$ cat config.mk
export PLATFORM = sky130hd
export DESIGN_NAME = debounce_pulse_bank
export DESIGN_NICKNAME = d
export VERILOG_FILES = /design/src/rtl/debounce_pulse_bank.sv
export SDC_FILE = /design/constraint.sdc
export NUM_CORES = 1
export LEC_CHECK = 0
export ABC_AREA = 0
export CORE_AREA = 3 3 81 83
export CTS_CLUSTER_DIAMETER = 60
export DETAILED_ROUTE_END_ITERATION = 10
export DIE_AREA = 0 0 84 86
export PLACE_DENSITY_LB_ADDON = 0.05
export SYNTH_ARGS = -nofsm -noshare
export SYNTH_HDL_FRONTEND = slang
export SYNTH_SLANG_ARGS = --single-unit
$ cat constraint.sdc
create_clock -name clk_in -period 3 [get_ports clk_in]
set_clock_uncertainty 0.1 [all_clocks]
set_input_delay 0.45 -clock clk_in [delete_from_list [all_inputs] [get_ports clk_in]]
set_output_delay 0.45 -clock clk_in [all_outputs]
set_load 0.05 [all_outputs]
$ cat src/rtl/debounce_pulse_bank.sv
// Multi-channel switch conditioner: 2-FF synchroniser, tick-paced debounce, rise/fall one-shots
// and optional auto-repeat pulses while a channel is held high.
module debounce_pulse_bank #(
    parameter int unsigned CHANNELS    = 4,
    parameter int unsigned TICK_DIV    = 1000000,
    parameter int unsigned STABLE_CNT  = 10,
    parameter int unsigned REPEAT_EN   = 0,
    parameter int unsigned REPEAT_DLY  = 50,
    parameter int unsigned REPEAT_RATE = 10
) (
    input  logic                clk_in,
    input  logic                rst,
    input  logic [CHANNELS-1:0] d_in,
    output logic [CHANNELS-1:0] level,
    output logic [CHANNELS-1:0] rise_p,
    output logic [CHANNELS-1:0] fall_p,
    output logic [CHANNELS-1:0] rpt_p,
    output logic                tick
);

    localparam int unsigned DW   = $clog2(TICK_DIV);
    localparam int unsigned SW   = $clog2(STABLE_CNT + 1);
    localparam int unsigned RMAX = (REPEAT_DLY > REPEAT_RATE) ? REPEAT_DLY : REPEAT_RATE;
    localparam int unsigned RW   = $clog2(RMAX + 1);

    localparam logic [DW-1:0] DivMax    = DW'(TICK_DIV - 1);
    localparam logic [SW-1:0] StableMax = SW'(STABLE_CNT - 1);
    localparam logic [RW-1:0] DlyMax    = RW'(REPEAT_DLY - 1);
    localparam logic [RW-1:0] RateMax   = RW'(REPEAT_RATE - 1);

    logic [DW-1:0]                div_q, div_d;
    logic                         tick_q, tick_d;
    logic [CHANNELS-1:0]          sync1_q, sync2_q;
    logic [CHANNELS-1:0]          level_q, level_d;
    logic [CHANNELS-1:0]          rise_q, rise_d;
    logic [CHANNELS-1:0]          fall_q, fall_d;
    logic [CHANNELS-1:0]          rpt_q, rpt_d;
    logic [CHANNELS-1:0]          rep_q, rep_d;
    logic [CHANNELS-1:0][SW-1:0]  cnt_q, cnt_d;
    logic [CHANNELS-1:0][RW-1:0]  rcnt_q, rcnt_d;

    always_comb begin
        div_d   = (div_q == DivMax) ? '0 : div_q + 1'b1;
        tick_d  = (div_d == DivMax);
        level_d = level_q;
        rise_d  = '0;
        fall_d  = '0;
        rpt_d   = '0;
        cnt_d   = cnt_q;
        rcnt_d  = rcnt_q;
        rep_d   = rep_q;
        for (int i = 0; i < int'(CHANNELS); i++) begin
            if (tick_q) begin
                if (sync2_q[i] != level_q[i]) begin
                    if (cnt_q[i] == StableMax) begin
                        cnt_d[i]   = '0;
                        level_d[i] = sync2_q[i];
                        rise_d[i]  = sync2_q[i];
                        fall_d[i]  = ~sync2_q[i];
                    end else begin
                        cnt_d[i] = cnt_q[i] + 1'b1;
                    end
                end else begin
                    cnt_d[i] = '0;
                end
                // rep_q selects between the initial delay and the steady repeat period
                if (REPEAT_EN != 0 && level_q[i] && !fall_d[i]) begin
                    if (rcnt_q[i] == (rep_q[i] ? RateMax : DlyMax)) begin
                        rpt_d[i]  = 1'b1;
                        rcnt_d[i] = '0;
                        rep_d[i]  = 1'b1;
                    end else begin
                        rcnt_d[i] = rcnt_q[i] + 1'b1;
                    end
                end
            end
            if (!level_d[i]) begin
                rcnt_d[i] = '0;
                rep_d[i]  = 1'b0;
            end
        end
    end

    always_ff @(posedge clk_in or posedge rst) begin
        if (rst) begin
            div_q   <= '0;
            tick_q  <= 1'b0;
            sync1_q <= '0;
            sync2_q <= '0;
            level_q <= '0;
            rise_q  <= '0;
            fall_q  <= '0;
            rpt_q   <= '0;
            rep_q   <= '0;
            cnt_q   <= '0;
            rcnt_q  <= '0;
        end else begin
            div_q   <= div_d;
            tick_q  <= tick_d;
            sync1_q <= d_in;
            sync2_q <= sync1_q;
            level_q <= level_d;
            rise_q  <= rise_d;
            fall_q  <= fall_d;
            rpt_q   <= rpt_d;
            rep_q   <= rep_d;
            cnt_q   <= cnt_d;
            rcnt_q  <= rcnt_d;
        end
    end

    assign level  = level_q;
    assign rise_p = rise_q;
    assign fall_p = fall_q;
    assign rpt_p  = rpt_q;
    assign tick   = tick_q;

endmodule
Word-level counts from Yosys, hierarchy flattened
Index checks and enable logic that the tools add are counted.

storage, ports and cells
  register bits after elaboration = 57
  input bits = 6
  output and inout bits = 17
  logic and storage cells = 70

cells by class
  add/subtract/negate cells = 5
  eq/ne operators = 10
  muxes and demuxes = 33
  bitwise gates (word level) = 4
  reductions and logical operators = 4

operators by type and width
  cell                                                              count
  20-bit equality test (second input constant)                      2
  4-bit 2-to-1 mux                                                  8
  1-bit 2-to-1 mux                                                  24
  20-bit by 1-bit adder with 20-bit output (second input constant)  1
  20-bit 2-to-1 mux                                                 1
  4-bit by 1-bit adder with 4-bit output (second input constant)    4
  4-bit equality test (second input constant)                       4
  3-bit AND reduction                                               4
  1-bit != test                                                     4
  1-bit NOT                                                         4

Longest topological paths before layout
Gate-level depths: netlist (run 1).

  word-level depth = 4
  mapped depth = 7
  gate-level depth less buffers = 7

Least setup slack after synthesis (run 1)
Ideal clock, no wire load.

  path kind = register -> register
  start = reg div_q[0]
  end = reg tick_q (netlist: tick)
  library setup time = 0.129 ns
  arrival time = 1.783 ns
  required time = 2.771 ns
  setup slack = 0.988 ns
  stages on the path, launching flop included = 7
  path buffers = 0
  period minus slack after synthesis = 2.012 ns
  path through = dfrtp_1 > ha_1 > nand2_1 > or4b_1 > or3_1 > o2111ai_1 > nor4b_2

on the way
  word-level cells in the longest chain between the ends = 3
  elaborated cells between the ends (all ways) = 4
  those cells by class = 1 x add/sub; 2 x eq/ne; 1 x mux

RTL lines
  item                                                                                     RTL line  text
  start: declaration                                                                       31        logic [DW-1:0] div_q, div_d;
  start signal: assignment                                                                 98        div_q <= div_d;
  20-bit by 1-bit adder with 20-bit output / 20-bit equality test (equally long branches)  43        div_d = (div_q == DivMax) ? '0 : div_q + 1'b1;
  20-bit 2-to-1 mux (*)                                                                    43
  20-bit equality test (*)                                                                 44        tick_d = (div_d == DivMax);
  via tick_d                                                                               32        logic tick_q, tick_d;
  end signal: assignment                                                                   99        tick_q <= tick_d;
  end: declaration                                                                         32

Mark *: on every way through the listed nets, which the timed path passes. The rest lies on a longest branch.
A chain may end at the register's enable or synchronous reset.

Worst setup path in the final report (run 1)
  start = reg div_q[0]
  end = reg div_q[3]

on the way
  word-level cells in the longest chain between the ends = 2
  elaborated cells between the ends (all ways) = 3
  those cells by class = 1 x add/sub; 1 x eq/ne; 1 x mux

RTL lines
  item                                                                                     RTL line
  20-bit by 1-bit adder with 20-bit output / 20-bit equality test (equally long branches)  43
  20-bit 2-to-1 mux (*)                                                                    43
  via div_d[3]                                                                             31

Marks and branches as above.

==> impl_metrics.json, run 1 <==
{
  "dieArea_um2": 7220,
  "fmax_mhz": 456,
  "switching_share_pct": 21.7,
  "endpoint": "div_q[3]",
  "intPower_uw": 1180,
  "r2r_cells": 5,
  "synth_area_um2": 2670,
  "grt_pass1_vias": 1782,
  "timing.rr.start": "div_q[0]",
  "finalWirelength_mm": 4.66,
  "dp_slack_ps": 794,
  "cts_buffer_depth": 2,
  "port_buffers": 18,
  "hold_buffers": 0,
  "critPathArrivalTime_ps": 2280,
  "cts_setup_buffers": 0,
  "place.gp.congestion": 0.776,
  "clk_pin_slew_worst_paths_ps": 60,
  "combPwrFrac_pct": 2.6,
  "synth_ff_type": "dfrtp_1",
  "met1_length_mm": 2.16,
  "track_usage_pct": 14.2,
  "rsz0062_at_grt": "false",
  "core_area_um2": 5920,
  "cp-start-kind": "flip-flop",
  "avgSynthCellArea_um2": 10.9,
  "clock_power_share_pct": 45.7,
  "wl_met2_mm": 2.23,
  "hold_viol": 0,
  "synth_xor_area_share_pct": 7.23,
  "yosysSeqAreaShare_pct": 53.5,
  "dp_hpwl_mm": 3.18,
  "num_rows": 28,
  "drtPass1Iterations": 4,
  "whs_ps": 247,
  "cts.sinks": 57,
  "wl_met3_um": 194,
  "report.final.slew_viol_count": 0,
  "critical_path_required_ps": 3090,
  "post_drt_via_cell_ratio": 5.38,
  "antenna_found_initial": 0,
  "setup-violations-final": 0,
  "cts-htree-levels": 3,
  "tns_ps": 0,
  "power.density_nw_per_um2": 484,
  "synth_fa_ha_area_share_pct": 4.22,
  "insertion_delay_ps": 330,
  "synth_top_family_by_area": "simple AND/OR/NAND/NOR gates",
  "cts_made_buffers": 9,
  "gr-total-overflow": 0,
  "peakVddDrop_uv": 256,
  "synth_seq_cells": 57,
  "grt_pass1_wl_mm": 7.96,
  "die_y_um": 86,
  "endpoint_kind": "flip-flop",
  "drive_gt1_share_pct": 9.29,
  "layout_commonest_cell": "dfrtp_1",
  "start_util_pct": 45.0,
  "post-route-min-period_ps": 2190,
  "cts-resized-gates": 0,
  "layout_common_cells": "57 x dfrtp_1, 18 x nand2_1, 18 x clkdlybuf4s50_1",
  "yosys_warnings": 0,
  "p_seq_share_pct": 51.8,
  "drcViolationCount": 0,
  "ys_async_sr_fraction_pct": 100,
  "p_total_uw": 1500,
  "r2r-end": "div_q[3]",
  "synth_edf_count": 0,
  "ctsRootBufferMaster": "clkbuf_8",
  "area_growth_syn_to_layout_pct": 16.3,
  "grt_max_degree": 37,
  "vias": 1849,
  "fin_crit_sh_pct": 73.0,
  "highest-signal-layer": "met4",
  "synth_compound_area_share_pct": 6.95,
  "hold_depth": 0,
  "worstMarginPinSlew_ps": 591,
  "crit_fanout": 9,
  "synthSimpleGateAreaFrac_pct": 21.5,
  "cp-startpoint": "div_q[0]",
  "netlist_instances": 244,
  "die_w_um": 84,
  "p_switching_uw": 325,
  "max-slew-margin-rel_pct": 60.4,
  "setup_ws_ps": 809,
  "nets": 281,
  "power.leakage_uw": 0.00131,
  "wl_per_cell_um": 13.5,
  "drtIter0Drc": 84,
  "maxCapViolations": 0,
  "ys_types": 45,
  "reg2reg_slack_ps": 810,
  "ant_nets": 0,
  "hold_path_class": "reg -> reg",
  "tritoncts": "yes",
  "fillers": 550,
  "muxShareOfSynthArea_pct": 3.19,
  "num_antenna_cells": 0,
  "io_pins": 23,
  "critical_path_class": "reg -> reg",
  "status": "completed"
}
-- per-layer routing --
layer	vias up	GRT usage (%)
met2	34	23.4
met3	9	4.32
li1	907	-
met5	-	0
met4	0	7.75
met1	899	16.6
-- flip-flops by register name, summed over array words and instances, names as in the netlist --
name     cells
tick         1
sync2_q      4
div_q       20
cnt_q       16
level        4
fall_p       4
rise_p       4
sync1_q      4
-- per-stage QoR --
stage,area [um2],cells,utilization [%]
floorplan,2680,247,-
global placement,2920,330,49.3
detailed placement,2920,330,49.3
CTS,3100,344,52.4
global route,3100,344,52.4
finish,3100,344,52.4
-- worst min-delay path by stage --
stage,slack [ps],end,startpoint
after global placement,230,sync2_q[2],sync1_q[2]
after global routing,260,sync2_q[0],sync1_q[0]
after detailed placement,230,sync2_q[2],sync1_q[2]
after CTS,250,sync2_q[2],sync1_q[2]
after floorplan,230,sync2_q[0],sync1_q[0]
final,250,sync2_q[2],sync1_q[2]
-- power by group through the flow --
stage	Combinational, uW	Clock, uW	Sequential [uW]
2_1_floorplan	29.2	0	791
3_3_place_gp	40.1	0	792
3_5_place_dp	40.3	0	792
4_1_cts	40.3	709	778
5_1_grt	43.7	742	777
6_report	38.5	686	778
-- Yosys cell counts, types with 5 or more instances --
master    count  share of area [%]
inv_1         7               0.99
clkbuf_1      6               0.84
and3_1        6                1.4
ha_1          9                4.2
dfrtp_1      57                 53
nand4_1      12                2.8
nor2_1       16                2.3
nand3_1      12                2.3
o22ai_1       5                1.2
xor2_1       12                3.9
nor3b_1       8                2.3
nand2_1      18                2.5
xnor2_1      10                3.3
o21ai_0      15                2.8
-- critical path: stages (launching register included) --
cell and delay, ps:
dfrtp_1 410, ha_1 240, nand2_1 100, or4b_1 540, nor3_2 540, nor2_1 110
-- cells by family after synthesis --
group	count (synthesis)
mux	8
other cells	1
flops	57
xor+xnor	22
fa+ha+maj	9
compound gates	30
simple gates	98
buf+inv	19
-- layout make-up --
type                       instances  area (um2)  share of cell area, %
clock buffer                      10         138                   4.44
clock inverter                     4        45.0                   1.45
sequential                        57        1430                   46.0
timing repair buffer              20         208                   6.70
tap                               75        93.8                   3.03
inverter                           7        26.3                  0.847
multi-input combinational        171        1160                   37.5
Power figures use the tool's default switching activity.
==> run 2: changes to the inputs <==
Clock period 3 ns to 1.8 ns, I/O delays scaled along.
==> run 2 against run 1 <==
The run now ends with setup timing left. Flip-flop and latch count is the same. Final area grew 15%. Hold slack lost 110 ps. Worst setup slack lost 890 ps. Clock power grew 88%. Critical path depth grew 1. Combinational power grew 83%. Largest cell class unchanged. Largest power group unchanged.
==> impl_metrics.json, run 2 (synthesis gave the netlist of run 1 again) <==
{
  "track_usage_pct": 15.6,
  "grt_max_degree": 32,
  "rsz0062_at_grt": "true",
  "hold_path_class": "in -> async",
  "drtPass1Iterations": 4,
  "cts_made_buffers": 9,
  "power.leakage_uw": 0.00160,
  "report.final.slew_viol_count": 0,
  "io_pins": 23,
  "dieArea_um2": 7220,
  "port_buffers": 18,
  "critical_path_required_ps": 1910,
  "status": "finished with violations",
  "cts-htree-levels": 3,
  "die_y_um": 86,
  "power.density_nw_per_um2": 745,
  "stdcell_count": 384,
  "cp-start-kind": "flip-flop",
  "fin_crit_sh_pct": 104,
  "post_drt_via_cell_ratio": 5.11,
  "ant_nets": 0,
  "crit_fanout": 3,
  "r2r-end": "tick",
  "fmax_mhz": 532,
  "cp-startpoint": "div_q[0]",
  "critPathArrivalTime_ps": 1990,
  "largest_register_ffs": 20,
  "post-route-min-period_ps": 1880,
  "num_antenna_cells": 0,
  "core_area_um2": 5920,
  "endpoint_kind": "flip-flop",
  "drive_gt1_share_pct": 32.4,
  "regMostFlops": "div_q",
  "hold_viol": 0,
  "finalWirelength_mm": 5.17,
  "place.gp.congestion": 0.801,
  "vias": 1963,
  "wl_per_cell_um": 13.5,
  "setup_ws_ps": -79.3,
  "antenna_found_initial": 0,
  "ctsRootBufferMaster": "clkbuf_8",
  "stdcell_area_um2": 3560,
  "tritoncts": "yes",
  "cts.sinks": 57,
  "start_util_pct": 45.0,
  "die_w_um": 84,
  "drtIter0Drc": 79,
  "area_growth_syn_to_layout_pct": 33.6,
  "cts_buffer_depth": 2,
  "whs_ps": 139,
  "fillers": 499,
  "layout_common_cells": "53 x dfrtp_1, 47 x buf_4, 17 x nand2_1",
  "reg_top3": "div_q: 20 flops, cnt_q: 16 flops",
  "setup-violations-final": 9,
  "dp_slack_ps": -131,
  "drcViolationCount": 0,
  "nets": 319,
  "violations": "setup timing",
  "r2r_cells": 6,
  "timing.rr.start": "div_q[0]",
  "layout_commonest_cell": "dfrtp_1",
  "maxCapViolations": 0,
  "placed_cells": 367,
  "hold_buffers": 0,
  "clk_pin_slew_worst_paths_ps": 70,
  "num_rows": 28,
  "grt_pass1_vias": 1974,
  "dpl_cell_area_um2": 3230,
  "dp_hpwl_mm": 3.61,
  "insertion_delay_ps": 330,
  "gr-total-overflow": 0,
  "peakVddDrop_uv": 389,
  "reg2reg_slack_ps": -80,
  "regArea_um2": 1430,
  "multi_input_area_um2": 1290,
  "critical_path_class": "reg -> reg",
  "grt_pass1_wl_mm": 8.90
}
run 2: changes by cell type in the layout (fill, tap and decap cells not counted), moves of 2 or more:
| cell | delta |
|---|---|
| buf_6 | +2 |
| buf_12 | +3 |
| nor4_2 | +3 |
| nor3_4 | +2 |
| nor2_4 | +5 |
| dfrtp_2 | +4 |
| dfrtp_1 | -4 |
| nor4_1 | -3 |
| clkdlybuf4s50_1 | -13 |
| buf_4 | +46 |
| nor2_1 | -6 |
run 2: stage by stage:
step / power (uW) / setup TNS [ps] / util, %
detailed placement: 1390 / -545 / 54.6
floorplan: 1370 / -268 / -
finish: 2650 / -300 / 60.1
CTS: 2690 / -469 / 58.4
global route: 2760 / -973 / 60.1
global placement: 1390 / -300 / 54.6
run 2: power by group:
| group | switching [uW] | leakage (uW) | internal [uW] |
|---|---|---|---|
| Sequential | 6.01 | 0.000760 | 1290 |
| Combinational | 49.2 | 0.000732 | 21.2 |
| Clock | 513 | 0.000106 | 772 |
| Total | 568 | 0.00160 | 2080 |
run 2: layout make-up:
cell class | count | area share, %
clock buffers | 10 | 3.58
multi-input cells | 171 | 36.3
repair buffers | 58 | 14.2
inverters | 7 | 0.738
flip-flops and latches | 57 | 40.2
well taps | 75 | 2.64
clock inverters | 6 | 2.32
run 2: worst max-delay path by stage:
| stage | endpoint | slack (ps) | cells after the start |
|---|---|---|---|
| detailed placement | tick | -130 | 6 |
| global route | tick | -150 | 6 |
| floorplan | tick | -60 | 6 |
| global placement | tick | -80 | 6 |
| finish | tick | -80 | 6 |
| CTS | tick | -100 | 6 |
run 2: timing repair:
item	CTS	global route
resized for setup	2	26
setup buffers	1	0
pin swaps	3	11
setup endpoints to repair	11	13
run 2: worst max-delay path: stages, from the launching register on:
cell and delay (ps):
dfrtp_1 410, ha_4 180, nand2_4 50, or4b_4 500, or3_4 360, o2111ai_2 80
nor4b_2 70
run 2: metal layers:
| layer | wire, um | global-route usage, % |
|---|---|---|
| met5 | 0 | 0 |
| met4 | 104 | 7.89 |
| met3 | 149 | 3.46 |
| met2 | 2550 | 25.7 |
| met1 | 2370 | 19.5 |
==> run 3: changes to the inputs <==
Settings changed: CAP_MARGIN set to 25, TNS_END_PERCENT set to 100.
==> results of run 3 <==
No change in the layout: final DEF, timing and power equal those of run 2.
